==> config.mk <==
export PLATFORM = sky130hd
export DESIGN_NAME = apb_master
export DESIGN_NICKNAME = d
export VERILOG_FILES = /design/src/rtl/apb_master.sv
export SDC_FILE = /design/constraint.sdc
export NUM_CORES = 1
export LEC_CHECK = 0
export BUFFER_PORTS_ARGS = -buffer_cell sky130_fd_sc_hd__buf_2
export CORE_MARGIN = 3
export CORE_UTILIZATION = 35
export CTS_BUF_LIST = sky130_fd_sc_hd__clkbuf_4
export DETAILED_ROUTE_END_ITERATION = 16
export GPL_TIMING_DRIVEN = 0
export HOLD_SLACK_MARGIN = 0.03
export PLACE_DENSITY_LB_ADDON = 0.12
export RECOVER_POWER = 25
export SLEW_MARGIN = 15
export SYNTH_ARGS = -nofsm -noshare
export SYNTH_HDL_FRONTEND = slang
export SYNTH_SLANG_ARGS = --single-unit
export TNS_END_PERCENT = 5
==> constraint.sdc <==
create_clock -name pclk -period 1.4 [get_ports pclk]
set_clock_uncertainty 0.15 [all_clocks]
set_input_delay 0.28 -clock pclk [delete_from_list [all_inputs] [get_ports pclk]]
set_output_delay 0.28 -clock pclk [all_outputs]
set_load 0.05 [all_outputs]
==> src/rtl/apb_master.sv <==
// ---------------------------------------------------------------------------
// apb_master
//   APB4 requester. A valid/ready command port starts one APB transfer at a
//   time and a valid/ready response port returns read data and error status.
//   Transfers follow SETUP -> ACCESS with any number of pready wait states.
//
// Optional feature (compile-time macro):
//   APB_MASTER_TIMEOUT_EN - abort an ACCESS phase that sees no pready for
//                           TIMEOUT_CYCLES cycles, and report it as an error.
//                           When undefined the master waits indefinitely.
//
// Parameters:
//   DATA_WIDTH     APB data width (8, 16 or 32)
//   ADDR_WIDTH     APB address width (8, 16 or 32)
//   TIMEOUT_CYCLES ACCESS cycles without pready before abort (min 2)
//
// Ports:
//   pclk, preset             clock, synchronous active-high reset
//   cmd_valid/cmd_ready      command handshake (cmd_ready = in IDLE)
//   cmd_write/addr/wdata/strb command fields, captured on acceptance
//   rsp_valid/rsp_ready      response handshake
//   rsp_rdata, rsp_err       read data (0 for writes), slave error/timeout
//   paddr..pstrb, psel,
//   penable                  APB requester outputs (all registered)
//   pready, prdata, pslverr  APB completer inputs, sampled only in ACCESS
// ---------------------------------------------------------------------------
module apb_master #(
  parameter int DATA_WIDTH     = 32,
  parameter int ADDR_WIDTH     = 32,
  parameter int TIMEOUT_CYCLES = 16
) (
  input  logic                    pclk,
  input  logic                    preset,
  input  logic                    cmd_valid,
  output logic                    cmd_ready,
  input  logic                    cmd_write,
  input  logic [ADDR_WIDTH-1:0]   cmd_addr,
  input  logic [DATA_WIDTH-1:0]   cmd_wdata,
  input  logic [DATA_WIDTH/8-1:0] cmd_strb,
  output logic                    rsp_valid,
  input  logic                    rsp_ready,
  output logic [DATA_WIDTH-1:0]   rsp_rdata,
  output logic                    rsp_err,
  output logic [ADDR_WIDTH-1:0]   paddr,
  output logic                    psel,
  output logic                    penable,
  output logic                    pwrite,
  output logic [DATA_WIDTH-1:0]   pwdata,
  output logic [DATA_WIDTH/8-1:0] pstrb,
  input  logic                    pready,
  input  logic [DATA_WIDTH-1:0]   prdata,
  input  logic                    pslverr
);

  localparam int STRB_W = DATA_WIDTH / 8;

  typedef enum logic [1:0] {
    ST_IDLE   = 2'd0,
    ST_SETUP  = 2'd1,
    ST_ACCESS = 2'd2,
    ST_RESP   = 2'd3
  } state_t;

  state_t                r_state;
  state_t                w_state_nxt;

  logic [ADDR_WIDTH-1:0] r_paddr,     w_paddr_nxt;
  logic                  r_psel,      w_psel_nxt;
  logic                  r_penable,   w_penable_nxt;
  logic                  r_pwrite,    w_pwrite_nxt;
  logic [DATA_WIDTH-1:0] r_pwdata,    w_pwdata_nxt;
  logic [STRB_W-1:0]     r_pstrb,     w_pstrb_nxt;
  logic                  r_rsp_valid, w_rsp_valid_nxt;
  logic [DATA_WIDTH-1:0] r_rsp_rdata, w_rsp_rdata_nxt;
  logic                  r_rsp_err,   w_rsp_err_nxt;

  // High in the ACCESS cycle that gives up waiting for pready.
  logic                  w_timeout;

`ifdef APB_MASTER_TIMEOUT_EN
  // At least 8 bits wide; wider only when the limit needs it.
  localparam int CNT_W = ($clog2(TIMEOUT_CYCLES) > 8) ? $clog2(TIMEOUT_CYCLES) : 8;
  localparam logic [CNT_W-1:0] TO_LIMIT = CNT_W'(TIMEOUT_CYCLES - 1);

  logic [CNT_W-1:0] r_to_cnt;
  logic [CNT_W-1:0] w_to_cnt_nxt;

  // Wait-state counter: cleared on the way into ACCESS, counts pready-low cycles.
  always_comb begin
    w_to_cnt_nxt = r_to_cnt;
    case (r_state)
      ST_SETUP: w_to_cnt_nxt = {CNT_W{1'b0}};
      ST_ACCESS: begin
        if (!pready) begin
          w_to_cnt_nxt = r_to_cnt + {{(CNT_W-1){1'b0}}, 1'b1};
        end else begin
          w_to_cnt_nxt = r_to_cnt;
        end
      end
      default: w_to_cnt_nxt = r_to_cnt;
    endcase
  end

  // Wait-state counter register.
  always_ff @(posedge pclk) begin
    if (preset) begin
      r_to_cnt <= {CNT_W{1'b0}};
    end else begin
      r_to_cnt <= w_to_cnt_nxt;
    end
  end

  // pready in the limit cycle still completes normally, so it masks the abort.
  assign w_timeout = (r_state == ST_ACCESS) && !pready && (r_to_cnt == TO_LIMIT);
`else
  assign w_timeout = 1'b0;
`endif

  // State register plus all registered outputs.
  always_ff @(posedge pclk) begin
    if (preset) begin
      r_state     <= ST_IDLE;
      r_paddr     <= {ADDR_WIDTH{1'b0}};
      r_psel      <= 1'b0;
      r_penable   <= 1'b0;
      r_pwrite    <= 1'b0;
      r_pwdata    <= {DATA_WIDTH{1'b0}};
      r_pstrb     <= {STRB_W{1'b0}};
      r_rsp_valid <= 1'b0;
      r_rsp_rdata <= {DATA_WIDTH{1'b0}};
      r_rsp_err   <= 1'b0;
    end else begin
      r_state     <= w_state_nxt;
      r_paddr     <= w_paddr_nxt;
      r_psel      <= w_psel_nxt;
      r_penable   <= w_penable_nxt;
      r_pwrite    <= w_pwrite_nxt;
      r_pwdata    <= w_pwdata_nxt;
      r_pstrb     <= w_pstrb_nxt;
      r_rsp_valid <= w_rsp_valid_nxt;
      r_rsp_rdata <= w_rsp_rdata_nxt;
      r_rsp_err   <= w_rsp_err_nxt;
    end
  end

  // Next-state decode.
  always_comb begin
    w_state_nxt = r_state;
    case (r_state)
      ST_IDLE: begin
        if (cmd_valid) begin
          w_state_nxt = ST_SETUP;
        end else begin
          w_state_nxt = ST_IDLE;
        end
      end
      ST_SETUP: w_state_nxt = ST_ACCESS;
      ST_ACCESS: begin
        if (pready || w_timeout) begin
          w_state_nxt = ST_RESP;
        end else begin
          w_state_nxt = ST_ACCESS;
        end
      end
      ST_RESP: begin
        if (rsp_ready) begin
          w_state_nxt = ST_IDLE;
        end else begin
          w_state_nxt = ST_RESP;
        end
      end
      default: w_state_nxt = ST_IDLE;
    endcase
  end

  // Next values of the registered outputs; everything holds unless changed.
  always_comb begin
    w_paddr_nxt     = r_paddr;
    w_psel_nxt      = r_psel;
    w_penable_nxt   = r_penable;
    w_pwrite_nxt    = r_pwrite;
    w_pwdata_nxt    = r_pwdata;
    w_pstrb_nxt     = r_pstrb;
    w_rsp_valid_nxt = r_rsp_valid;
    w_rsp_rdata_nxt = r_rsp_rdata;
    w_rsp_err_nxt   = r_rsp_err;
    case (r_state)
      ST_IDLE: begin
        if (cmd_valid) begin
          w_paddr_nxt   = cmd_addr;
          w_pwrite_nxt  = cmd_write;
          w_pwdata_nxt  = cmd_wdata;
          // Reads must present all-zero strobes on APB4.
          w_pstrb_nxt   = cmd_write ? cmd_strb : {STRB_W{1'b0}};
          w_psel_nxt    = 1'b1;
          w_penable_nxt = 1'b0;
        end else begin
          w_psel_nxt    = 1'b0;
          w_penable_nxt = 1'b0;
        end
      end
      ST_SETUP: begin
        w_penable_nxt = 1'b1;
      end
      ST_ACCESS: begin
        if (pready) begin
          w_rsp_rdata_nxt = r_pwrite ? {DATA_WIDTH{1'b0}} : prdata;
          w_rsp_err_nxt   = pslverr;
          w_rsp_valid_nxt = 1'b1;
          w_psel_nxt      = 1'b0;
          w_penable_nxt   = 1'b0;
        end else if (w_timeout) begin
          w_rsp_rdata_nxt = {DATA_WIDTH{1'b0}};
          w_rsp_err_nxt   = 1'b1;
          w_rsp_valid_nxt = 1'b1;
          w_psel_nxt      = 1'b0;
          w_penable_nxt   = 1'b0;
        end else begin
          w_psel_nxt      = r_psel;
          w_penable_nxt   = r_penable;
        end
      end
      ST_RESP: begin
        if (rsp_ready) begin
          w_rsp_valid_nxt = 1'b0;
        end else begin
          w_rsp_valid_nxt = r_rsp_valid;
        end
      end
      default: begin
        w_psel_nxt      = 1'b0;
        w_penable_nxt   = 1'b0;
        w_rsp_valid_nxt = 1'b0;
      end
    endcase
  end

  // The only combinational output: forced low while reset is asserted.
  assign cmd_ready = (r_state == ST_IDLE) && !preset;

  assign paddr     = r_paddr;
  assign psel      = r_psel;
  assign penable   = r_penable;
  assign pwrite    = r_pwrite;
  assign pwdata    = r_pwdata;
  assign pstrb     = r_pstrb;
  assign rsp_valid = r_rsp_valid;
  assign rsp_rdata = r_rsp_rdata;
  assign rsp_err   = r_rsp_err;

endmodule

==> results of run 1 <==
cell families (layout without fill, tap and decap cells):
kind of cell / count (synthesis) / after routing
buffers and inverters: 40 / 379
AOI/OAI and AO/OA: 112 / 112
DFF: 107 / 107
and+or+nand+nor: 213 / 213
per-stage QoR:
| stage | worst slack, ps | total power [mW] | util | hold WS (ps) | std cells |
|---|---|---|---|---|---|
| after floorplan | -46.83 | 4.557 | - | 239.6 | 472 |
| after global placement | -309.9 | 5.023 | 0.4933 | 286.2 | 819 |
| after detailed placement | -372.0 | 5.052 | 0.4933 | 289.9 | 819 |
| after CTS | -319.8 | 7.509 | 0.7197 | 35.61 | 944 |
| after global routing | -343.0 | 7.916 | 0.7434 | 43.66 | 947 |
| final | -285.4 | 7.611 | 0.7434 | 78.65 | 947 |
cell type report:
type	instances	area (µm²)
Clock buffer	11	82.58
Fill cell	706	2696
Inverter	1	3.754
Multi-Input combinational cell	325	1637
Clock inverter	4	76.32
Timing Repair Buffer	325	3212
Buffer	38	354.1
Tap cell	136	170.2
Sequential cell	107	2277
flip-flops by register name, summed over array words and instances, names as in the netlist:
name / count
pwdata: 32
psel: 1
pwrite: 1
rsp_rdata: 32
pstrb: 4
paddr: 32
rsp_valid: 1
penable: 1
rsp_err: 1
r_state: 2
Yosys cell counts (all sizes together):
library cell / n / share of area
nand2: 170 / 0.17
dfxtp: 107 / 0.56
a21oi: 106 / 0.14
nand3b: 33 / 0.064
buf: 22 / 0.031
clkbuf: 17 / 0.017
nand3: 4 / 0.0052
a2bb2oi: 1 / 0.0023
a31oi: 1 / 0.0016
and3b: 1 / 0.0023
inv: 1 / 0.00097
nor2: 1 / 0.00097
nor2b: 1 / 0.0016
nor3: 1 / 0.0013
nor3b: 1 / 0.0049
o211ai: 1 / 0.0019
o21a: 1 / 0.0019
o21ai: 1 / 0.0013
o21bai: 1 / 0.0019
or3b: 1 / 0.0023
placed cells by master, fill, tap and decap left out, types with 4 or more instances in the layout:
master	count
sky130_fd_sc_hd__clkbuf_1	13
sky130_fd_sc_hd__dfxtp_2	105
sky130_fd_sc_hd__nand3_1	4
sky130_fd_sc_hd__a21oi_1	83
sky130_fd_sc_hd__nand3b_1	33
sky130_fd_sc_hd__buf_8	94
sky130_fd_sc_hd__buf_4	9
sky130_fd_sc_hd__clkbuf_4	11
sky130_fd_sc_hd__buf_2	105
sky130_fd_sc_hd__nand2_1	168
sky130_fd_sc_hd__a21oi_2	23
sky130_fd_sc_hd__buf_6	34
sky130_fd_sc_hd__dlygate4sd3_1	103
metal layers:
layer | up-vias | GRT usage
met5 | - | 0
met4 | 0 | 0.1018
met3 | 34 | 0.06550
met2 | 178 | 0.4442
met1 | 2145 | 0.2499
li1 | 2214 | -
repair_timing:
action,4_1_cts,5_1_grt
hold buffers,103,0
endpoints found under the setup margin,208,208
gates cloned,1,0
hold endpoints to repair,105,0
pin swaps,9,5
buffers inserted,7,3
resized for setup,411,59
tightest hold or removal path, stage by stage:
cell                        delay, ps
sky130_fd_sc_hd__clkbuf_16        130
sky130_fd_sc_hd__clkbuf_8         180
sky130_fd_sc_hd__a21oi_2           40
report_power, final:
part / leakage [nW] / switching (mW) / internal [mW]
clock network: 0.0831 / 0.985 / 0.761
registers: 0.920 / 0.165 / 3.27
logic: 2.23 / 1.31 / 1.12
total: 3.24 / 2.46 / 5.15
worst paths after layout:
check / end / slack, ps / startpoint / cells after the start
worst max-delay path: cmd_ready / -290 / r_state[0] / 3
worst min-delay path: paddr[4] / 80 / preset / 3
worst max register to register: pwdata[30] / -260 / r_state[1] / 8
worst min register to register: rsp_rdata[20] / 320 / rsp_rdata[20] / 2
==> summary.txt, run 1 <==
Die
  • Width of the die: ~110 µm
  • Core footprint: 10,510 µm²
  • Number of placed I/O pins: 213
  • Die Area: 12,320 µm²
  • Starting density of the core: 0.3672
  • Std-Cell Rows: 37
  • Die Height: 111 µm

Synth
  • Sequential element share of the synthesized area: 0.5551
  • Synthesized net count: 579
  • XOR/XNOR Fraction of Synth Area: 0
  • Number of different library cells in the post-synthesis netlist: 22
  • Post-Synthesis Cells: ~470
  • Post-synthesis simple-gate area fraction: 0.2481
  • Combinational family with the most area after synthesis: simple AND/OR/NAND/NOR gates
  • Share of cell area taken by muxes after synthesis: 0
  • Syn avg cell area: between 8 and 9 µm²
  • Yosys Warn Count: 0
  • Total of flip-flops plus latches after synthesis: roughly 110
  • Post-Syn Area: 3859 µm²
  • Area share of fa/ha/maj cells after synthesis: 0
  • Fraction of the mapped netlist area in compound gates: 0.1485

STA
  • Fin Setup TNS: -14,100 ps
  • Final WS setup: -285.4 ps
  • Relative slew slack: 0.6151
  • Slew of the pin with the lowest slew margin: a little under 600 ps
  • RSZ-0062 raised after global routing: yes
  • Post-layout minimum cycle time: approximately 1700 ps
  • Part of the cycle the worst path needs: 1.204
  • Max-slew violation total from the final report: 0
  • Hold violation count in the final report: 0
  • Final-report setup violation count: around 100
  • Highest Clock Rate: 593.3 MHz

Global routing
  • First-pass GRT wire length: 23,940 µm
  • Total global-route track usage: 0.2387
  • Largest net degree at the start of global routing: 17
  • Initial antenna violation count: 0
  • Total global routing overflow: 0
  • Vias in the first global route: 4,885

Critical path
  • CP Class: reg2out
  • Category of the worst setup path launch point: flip-flop
  • Worst-path fanout max: 4
  • Cell-by-cell trace of the critical path: buf_8, nor3_4, buf_6
  • Critical Path Slowest Stage Cell: sky130_fd_sc_hd__dfxtp_2
  • Count of buffering cells on the critical path with inverters included: 2
  • Sort of element at the end of the critical path: output pin
  • Worst endpoint data arrival time: roughly 1300 ps
  • Dominant delay contributor by cell family on the critical path: flip-flops
  • CP max stage delay: between 300 and 400 ps
  • WP data required: 970 ps

Clock tree
  • CTS root buf: sky130_fd_sc_hd__clkbuf_4
  • Maximum clock insertion buffer count: 2
  • Clock-pin transition on the worst setup and hold timing paths: 150 ps
  • Clock buffers created by TritonCTS: 9
  • Htree depth: 3
  • Clock tree from TritonCTS: yes
  • Clock sink count: 107
  • Latest clock arrival within the worst-skew pair: approximately 420 ps

Route
  • Detailed-routed wire length on met2: 8025 µm
  • Routed wire length: 15,260 µm
  • Avg WL per Cell: roughly 16 µm
  • Routed met3 length: around 1000 µm
  • Detailed-route wire length on metal 1: approximately 5900 µm
  • Via density per instance: between 4 and 5
  • Residual DRC: 0
  • Antenna-violating nets left: 0
  • Number of detailed-route iterations in the first pass: 4
  • Top Layer Used: met4
  • Number of design-rule violations left by the first detailed-router iteration: about 230
  • Overall via count from detail_route: 4,571

Cells and area
  • N_diodes: 0
  • Signed area change from the synthesized netlist to the final layout: 102.5%
  • Final design area excluding fillers: 7812 µm²
  • Share of final-layout standard cells stronger than drive strength 1: 0.4895
  • Number of nets in the layout: 914

Power
  • Leak Pwr: around 3.2 nW
  • Pwr dens: about 1000 nW/µm²
  • Worst IR drop on VDD: between 0.6 and 0.7 mV

Flow run
  • Number of max-capacitance violations reported: 0

Place
  • HPWL reported at the end of detailed placement: just under 9000 µm
  • Global placer's final weighted congestion: between 0.7 and 0.8
  • # port buffers: 211
  • Post-placement cell area: between 5000 and 6000 µm²

Hold path
  • Classification of the worst-slack hold path: in2reg

Run status
  • Violated checks: negative setup slack
  • Result of the run: complete, but fails checks
Power figures use the tool's default switching activity.
==> run 2, diff against run 1 <==
==> constraint.sdc (replaced) <==
create_clock -name pclk -period 1.4 [get_ports pclk]
set_clock_uncertainty 0.15 [all_clocks]
set_input_delay 0.14 -clock pclk [delete_from_list [all_inputs] [get_ports pclk]]
set_output_delay 0.14 -clock pclk [all_outputs]
set_load 0.05 [all_outputs]
==> run 2 against run 1 <==
  * The run still ends with negative setup slack left
  * Sequential cell count did not move
  * Routed wire length is 9.8% lower
  * Cell count increased by 0.42%
  * Sequential share of layout area grew 2.6 points
  * Die area is the same
  * Critical path type unchanged
  * Critical endpoint unchanged
  * Largest power group unchanged
==> summary.txt, run 2 (synthesized netlist as in run 1, its figures left out) <==
Global routing
  • Total global routing overflow: 0
  • Initial antenna violation count: 0
  • Largest net degree at the start of global routing: 18
  • Total global-route track usage: 0.2118
  • Vias in the first global route: between 4,000 and 5,000
  • First-pass GRT wire length: ~22,000 µm

STA
  • RSZ-0062 raised after global routing: yes
  • Max-slew violation total from the final report: 0
  • Part of the cycle the worst path needs: 1.137
  • Highest Clock Rate: 628.0 MHz
  • Final-report setup violation count: a little over 100
  • Slew of the pin with the lowest slew margin: slightly below 600 ps
  • Hold violation count in the final report: 0
  • Post-layout minimum cycle time: ~1600 ps
  • Relative slew slack: 0.6084
  • Final WS setup: -192.3 ps

Critical path
  • Worst path most repeated cell: sky130_fd_sc_hd__buf_6
  • Category of the worst setup path launch point: flip-flop
  • Sort of element at the end of the critical path: output pin
  • Count of buffering cells on the critical path with inverters included: 2
  • CP Class: reg2out
  • Capture point of the worst reg-to-reg path: pwdata[16]
  • Worst-path fanout max: 5
  • Flop2flop setup slack: -130 ps
  • WP data required: between 1000 and 1500 ps
  • Dominant delay contributor by cell family on the critical path: flip-flops
  • Path length in cells of the critical path: 3
  • Number of cells on the worst reg-to-reg path: 6
  • CP max stage delay: roughly 380 ps
  • Cell-by-cell trace of the critical path: buf_6, nor3_4, buf_6
  • Worst endpoint data arrival time: 1300 ps
  • Critical Path Slowest Stage Cell: sky130_fd_sc_hd__dfxtp_2
  • Source of the critical timing path: r_state[0]
  • Worst r2r src: r_state[0]

Cells and area
  • Number of fill cells: 898
  • N_diodes: 0
  • Number of nets in the layout: 917
  • Footprint of the multi-input gates: 1574 µm²
  • Share of final-layout standard cells stronger than drive strength 1: 0.3350
  • Most used cells in the layout excluding fill and tap cells: 169 x sky130_fd_sc_hd__nand2_1, 123 x sky130_fd_sc_hd__buf_2, 104 x sky130_fd_sc_hd__dlygate4sd3_1, 104 x sky130_fd_sc_hd__dfxtp_1, 102 x sky130_fd_sc_hd__a21oi_1
  • Most common library cell in the layout ignoring fill and taps: sky130_fd_sc_hd__nand2_1
  • Seq. cell area: ~2100 µm²
  • Final design area excluding fillers: roughly 6800 µm²
  • Signed area change from the synthesized netlist to the final layout: 75.23%
  • Final non-filler cell total: roughly 950
  • Layout Utilization: 0.6434

Run status
  • Result of the run: complete, but fails checks
  • Violated checks: negative setup slack

Power
  • Pwr dens: ~1000 nW/µm²
  • Leak Pwr: between 2 and 3 nW
  • Worst IR drop on VDD: ~0.57 mV

Clock tree
  • Latest clock arrival within the worst-skew pair: between 400 and 500 ps
  • CTS root buf: sky130_fd_sc_hd__clkbuf_4
  • Htree depth: 3
  • Maximum clock insertion buffer count: 2
  • Clock sink count: roughly 110
  • Clock tree from TritonCTS: yes
  • Clock-pin transition on the worst setup and hold timing paths: about 170 ps
  • Clock buffers created by TritonCTS: 9

Hold path
  • Launch point of the worst hold path: cmd_valid
  • Classification of the worst-slack hold path: in2reg
  • Worst Hold Endpoint: paddr[4]
  • Worst hold path stage count: 5

Place
  • Placed instance count: ~820
  • Post-placement cell area: ~5000 µm²
  • HPWL reported at the end of detailed placement: just under 9000 µm
  • # port buffers: approximately 210
  • Global placer's final weighted congestion: between 0.7 and 0.8

Route
  • Routed wire length: around 14,000 µm
  • Avg WL per Cell: approximately 14 µm
  • Overall via count from detail_route: roughly 4,400
  • Number of design-rule violations left by the first detailed-router iteration: between 200 and 250
  • Antenna-violating nets left: 0
  • Residual DRC: 0
  • Via density per instance: between 4 and 5
  • Number of detailed-route iterations in the first pass: 4

Die
  • Die Area: 12,320 µm²
  • Width of the die: ~110 µm
  • Number of placed I/O pins: between 200 and 250
  • Core footprint: 10,510 µm²
  • Std-Cell Rows: 37
  • Starting density of the core: 0.3672
  • Die Height: 111 µm

Flow run
  • Number of max-capacitance violations reported: 0
-- run 2: area by class of cell --
cell class	count	share of cell area
Clock buffer	9	0.009993
Clock inverter	7	0.006662
Tap cell	136	0.02517
Timing Repair Buffer	328	0.3636
Multi-Input combinational cell	326	0.2328
Sequential cell	107	0.3177
Buffer	37	0.04349
Inverter	1	0.0005551
-- run 2: where the power goes --
group	switching (mW)	internal [mW]	leakage, nW
clock network	0.994	0.359	0.0586
registers	0.102	3.23	0.875
logic	1.25	0.851	2.01
-- run 2: how the worst max path moves through the flow --
stage,slack [ps],to
after floorplan,-40,cmd_ready
final,-190,cmd_ready
after global placement,-420,pwdata[8]
after CTS,-220,cmd_ready
after global routing,-250,cmd_ready
after detailed placement,-470,pwdata[14]
-- run 2: worst register-to-register path: stages, from the launching register on --
cell                      delay (ps)
sky130_fd_sc_hd__dfxtp_2         380
sky130_fd_sc_hd__buf_6           130
sky130_fd_sc_hd__nor3b_4         280
sky130_fd_sc_hd__buf_6           180
sky130_fd_sc_hd__buf_6           140
sky130_fd_sc_hd__nand2_1          70
sky130_fd_sc_hd__a21oi_1         130
-- run 2: metal layers --
layer  up-vias  part of all wire  GRT usage
met5         -                 0          0
met4         0             0.018    0.06240
met3        19             0.069    0.06059
met2       153              0.51     0.3924
met1      2032              0.40     0.2335
li1       2224                 -          -
-- run 2: per-stage QoR --
step           power (mW)  TNS [ps]  setup slack (ps)  hold slack [ps]
2_1_floorplan       4.545    -39.68            -39.68            99.97
3_3_place_gp        5.008    -20680            -421.9            225.5
3_5_place_dp        5.034    -23400            -472.8            233.6
4_1_cts             6.742     -8481            -216.5            83.51
5_1_grt             7.116    -15520            -252.1            91.85
6_report            6.795     -9186            -192.3            114.7
-- run 2: what timing repair did --
item                                    CTS  global route
cloned                                    3             2
endpoints found under the setup margin  118           175
setup buffers                             7             2
pin swaps                                 7             2
gates resized for setup                  47           102
endpoints found under the hold margin   107             0
hold buffers                            104             0
==> run 3, diff against run 2 <==
ABC_AREA = 1   (was default)
==> run 3 against run 2 <==
  * The flow still finishes with violations (negative setup slack)
  * First-iteration DRC count rose by 4.5%
  * Synthesized area rose by 7.7%
  * Register-to-register slack improved by 60 ps
  * Sequential power rose by 5%
  * Die area rose by 7.3%
  * Routed wire length rose by 3.6%
  * Non-clock buffer count rose by 5
==> summary.txt, run 3 <==
Run status
  • Result of the run: complete, but fails checks
  • Violated checks: negative setup slack

Global routing
  • Total global routing overflow: 0
  • First-pass GRT wire length: about 21,000 µm
  • Vias in the first global route: 4,534
  • Initial antenna violation count: 0
  • Largest net degree at the start of global routing: 16
  • Total global-route track usage: 0.2022

Flow run
  • Number of max-capacitance violations reported: 0

Critical path
  • Critical Path Slowest Stage Cell: sky130_fd_sc_hd__dfxtp_4
  • Count of buffering cells on the critical path with inverters included: 2
  • End point of the critical path: cmd_ready
  • WP data required: 1110 ps
  • Sort of element at the end of the critical path: output pin
  • Worst r2r src: r_state[1]
  • CP max stage delay: between 300 and 400 ps
  • Cell-by-cell trace of the critical path: nor2_4, inv_2, nor2_2, buf_6
  • CP Class: reg2out
  • Flop2flop setup slack: -70 ps
  • Dominant delay contributor by cell family on the critical path: flip-flops
  • Number of cells on the worst reg-to-reg path: 8
  • Worst-path fanout max: 2
  • Capture point of the worst reg-to-reg path: pwdata[10]
  • Category of the worst setup path launch point: flip-flop
  • Source of the critical timing path: r_state[1]
  • Path length in cells of the critical path: 4
  • Worst endpoint data arrival time: 1270 ps

Cells and area
  • Most used cells in the layout excluding fill and tap cells: 157 x sky130_fd_sc_hd__nor2_1, 144 x sky130_fd_sc_hd__nand2_1, 109 x sky130_fd_sc_hd__buf_2, 108 x sky130_fd_sc_hd__dlygate4sd3_1, 105 x sky130_fd_sc_hd__dfxtp_1
  • Number of nets in the layout: 1,041
  • Signed area change from the synthesized netlist to the final layout: 76.10%
  • Final design area excluding fillers: 7320 µm²
  • Share of final-layout standard cells stronger than drive strength 1: 0.3106
  • Final non-filler cell total: ~1,100
  • Most common library cell in the layout ignoring fill and taps: sky130_fd_sc_hd__nor2_1
  • N_diodes: 0

Die
  • Die Height: between 100 and 150 µm
  • Width of the die: around 110 µm
  • Std-Cell Rows: 39
  • Core footprint: approximately 12,000 µm²
  • Starting density of the core: 0.3609
  • Number of placed I/O pins: about 210
  • Die Area: roughly 13,000 µm²

Clock tree
  • Htree depth: 3
  • Clock sink count: around 110
  • CTS root buf: sky130_fd_sc_hd__clkbuf_4
  • Maximum clock insertion buffer count: 2
  • Clock tree from TritonCTS: yes
  • Latest clock arrival within the worst-skew pair: around 470 ps
  • Clock buffers created by TritonCTS: 9
  • Clock-pin transition on the worst setup and hold timing paths: 150 ps

Synth
  • XOR/XNOR Fraction of Synth Area: 0
  • Most area-hungry cell type in the Yosys netlist: sky130_fd_sc_hd__dfxtp_1
  • Total of flip-flops plus latches after synthesis: 107
  • Most common flop cell mapped by yosys: sky130_fd_sc_hd__dfxtp_1
  • Post-synthesis simple-gate area fraction: 0.2998
  • Combinational family with the most area after synthesis: simple AND/OR/NAND/NOR gates
  • Post-Syn Area: approximately 4200 µm²
  • Area share of fa/ha/maj cells after synthesis: 0
  • Synthesized net count: between 600 and 700
  • Async set or reset register ratio after synthesis: 0
  • Top post-synthesis cells by count: 165 x sky130_fd_sc_hd__nor2_1, 145 x sky130_fd_sc_hd__nand2_1, 107 x sky130_fd_sc_hd__dfxtp_1
  • Fraction of the mapped netlist area in compound gates: 0.08669
  • Number of different library cells in the post-synthesis netlist: 19
  • Area fraction of the dominant cell type after synthesis: 0.5154
  • Number of enable flip-flop cells after synthesis: 0
  • Syn avg cell area: 7.105 µm²
  • Cell with the most instances after synthesis: sky130_fd_sc_hd__nor2_1
  • Leading cell types by total area after synthesis: sky130_fd_sc_hd__dfxtp_1 52%, sky130_fd_sc_hd__nor2_1 15%, sky130_fd_sc_hd__nand2_1 13%
  • Share of cell area taken by muxes after synthesis: 0
  • Yosys Warn Count: 0
  • Post-Synthesis Cells: slightly below 600
  • Sequential element share of the synthesized area: 0.5154

STA
  • Relative slew slack: 0.6865
  • Final WS setup: -163.1 ps
  • Slew of the pin with the lowest slew margin: between 400 and 500 ps
  • Part of the cycle the worst path needs: 1.117
  • Hold violation count in the final report: 0
  • Max-slew violation total from the final report: 0
  • Final-report setup violation count: 87
  • RSZ-0062 raised after global routing: yes
  • Post-layout minimum cycle time: 1563 ps
  • Hold WS: about 70 ps
  • Highest Clock Rate: 639.7 MHz

Power
  • Pwr dens: between 1000 and 1500 nW/µm²
  • Leak Pwr: between 3 and 4 nW
  • Worst IR drop on VDD: about 0.46 mV

Route
  • Residual DRC: 0
  • Number of detailed-route iterations in the first pass: 4
  • Via density per instance: 4.506
  • Routed wire length: ~14,000 µm
  • Overall via count from detail_route: roughly 5,000
  • Avg WL per Cell: about 13 µm
  • Number of design-rule violations left by the first detailed-router iteration: ~250
  • Antenna-violating nets left: 0

Place
  • # port buffers: approximately 210
  • HPWL reported at the end of detailed placement: around 9000 µm
  • Pre-CTS setup slack: -156.6 ps
  • Global placer's final weighted congestion: between 0.8 and 0.9
  • Placed instance count: 940
  • Post-placement cell area: roughly 5400 µm²

Hold path
  • Classification of the worst-slack hold path: in2reg
[run 3: cell count changes after synthesis, sizes merged, moves of 24 or more]
cell	delta
nand2	-24
nand3b	-33
o21ai	+63
a21oi	-98
nor2	+165
inv	+48
[run 3: cell families (layout without fill, tap and decap cells)]
group,count (synthesis),after routing
buffers and inverters,83,434
flip-flops,107,107
AO/OA/AOI/OAI,72,72
AND/OR/NAND/NOR,323,324
[run 3: worst min-delay path by stage]
stage | startpoint | endpoint | slack (ps) | cells past startpoint
finish | preset | paddr[6] | 70 | 5
global route | preset | rsp_valid | 90 | 5
CTS | preset | rsp_valid | 50 | 5
detailed placement | cmd_wdata[30] | pwdata[30] | 240 | 3
global placement | pslverr | rsp_err | 220 | 3
floorplan | pslverr | rsp_err | 120 | 2
[run 3: final cells by class]
cell class | count | area, µm²
repair inverters | 1 | 8.758
clock inverters | 4 | 67.56
inverters | 49 | 201.4
fillers | 1018 | 4197
well taps | 143 | 178.9
multi-input cells | 396 | 1688
flip-flops and latches | 107 | 2150
clock buffers | 10 | 75.07
plain buffers | 34 | 309.0
repair buffers | 336 | 2641
[run 3: worst register-to-register path: stages, from the launching register on]
cell                       delay [ps]
sky130_fd_sc_hd__dfxtp_4          390
sky130_fd_sc_hd__nor2_4            40
sky130_fd_sc_hd__buf_4            130
sky130_fd_sc_hd__buf_8            130
sky130_fd_sc_hd__nand2_8          110
sky130_fd_sc_hd__clkinv_8         100
sky130_fd_sc_hd__buf_8            150
sky130_fd_sc_hd__nor2_1           110
sky130_fd_sc_hd__nor2_1            60
[run 3: per-stage QoR]
stage / total power, mW / util / TNS [ps]
after global routing: 8.665 / 0.6356 / -10310
after detailed placement: 5.860 / 0.4688 / -7638
after floorplan: 5.239 / - / -2386
final: 8.225 / 0.6356 / -2980
after global placement: 5.825 / 0.4688 / -6177
after CTS: 8.002 / 0.6034 / -1527
[run 3: what timing repair did]
action                                  CTS  global route
hold buffers                            108             0
hold endpoints to repair                105             0
gates resized for setup                 128           104
endpoints found under the setup margin  205           117
gates cloned                              0             6
pin swaps                                 1            29
buffers inserted                          2            10
[run 3: power breakdown]
group	switching (mW)	total (mW)	internal [mW]
clock network	0.974	1.69	0.716
logic	1.86	3.04	1.17
registers	0.166	3.50	3.33
total	3.00	8.22	5.22
[run 3: routing by layer]
metal | vias up | GRT usage | share of wire
li1 | 2475 | - | -
met1 | 2187 | 0.2394 | 0.41
met3 | 22 | 0.04737 | 0.070
met2 | 183 | 0.3511 | 0.50
met4 | 0 | 0.08372 | 0.022
met5 | - | 0 | 0
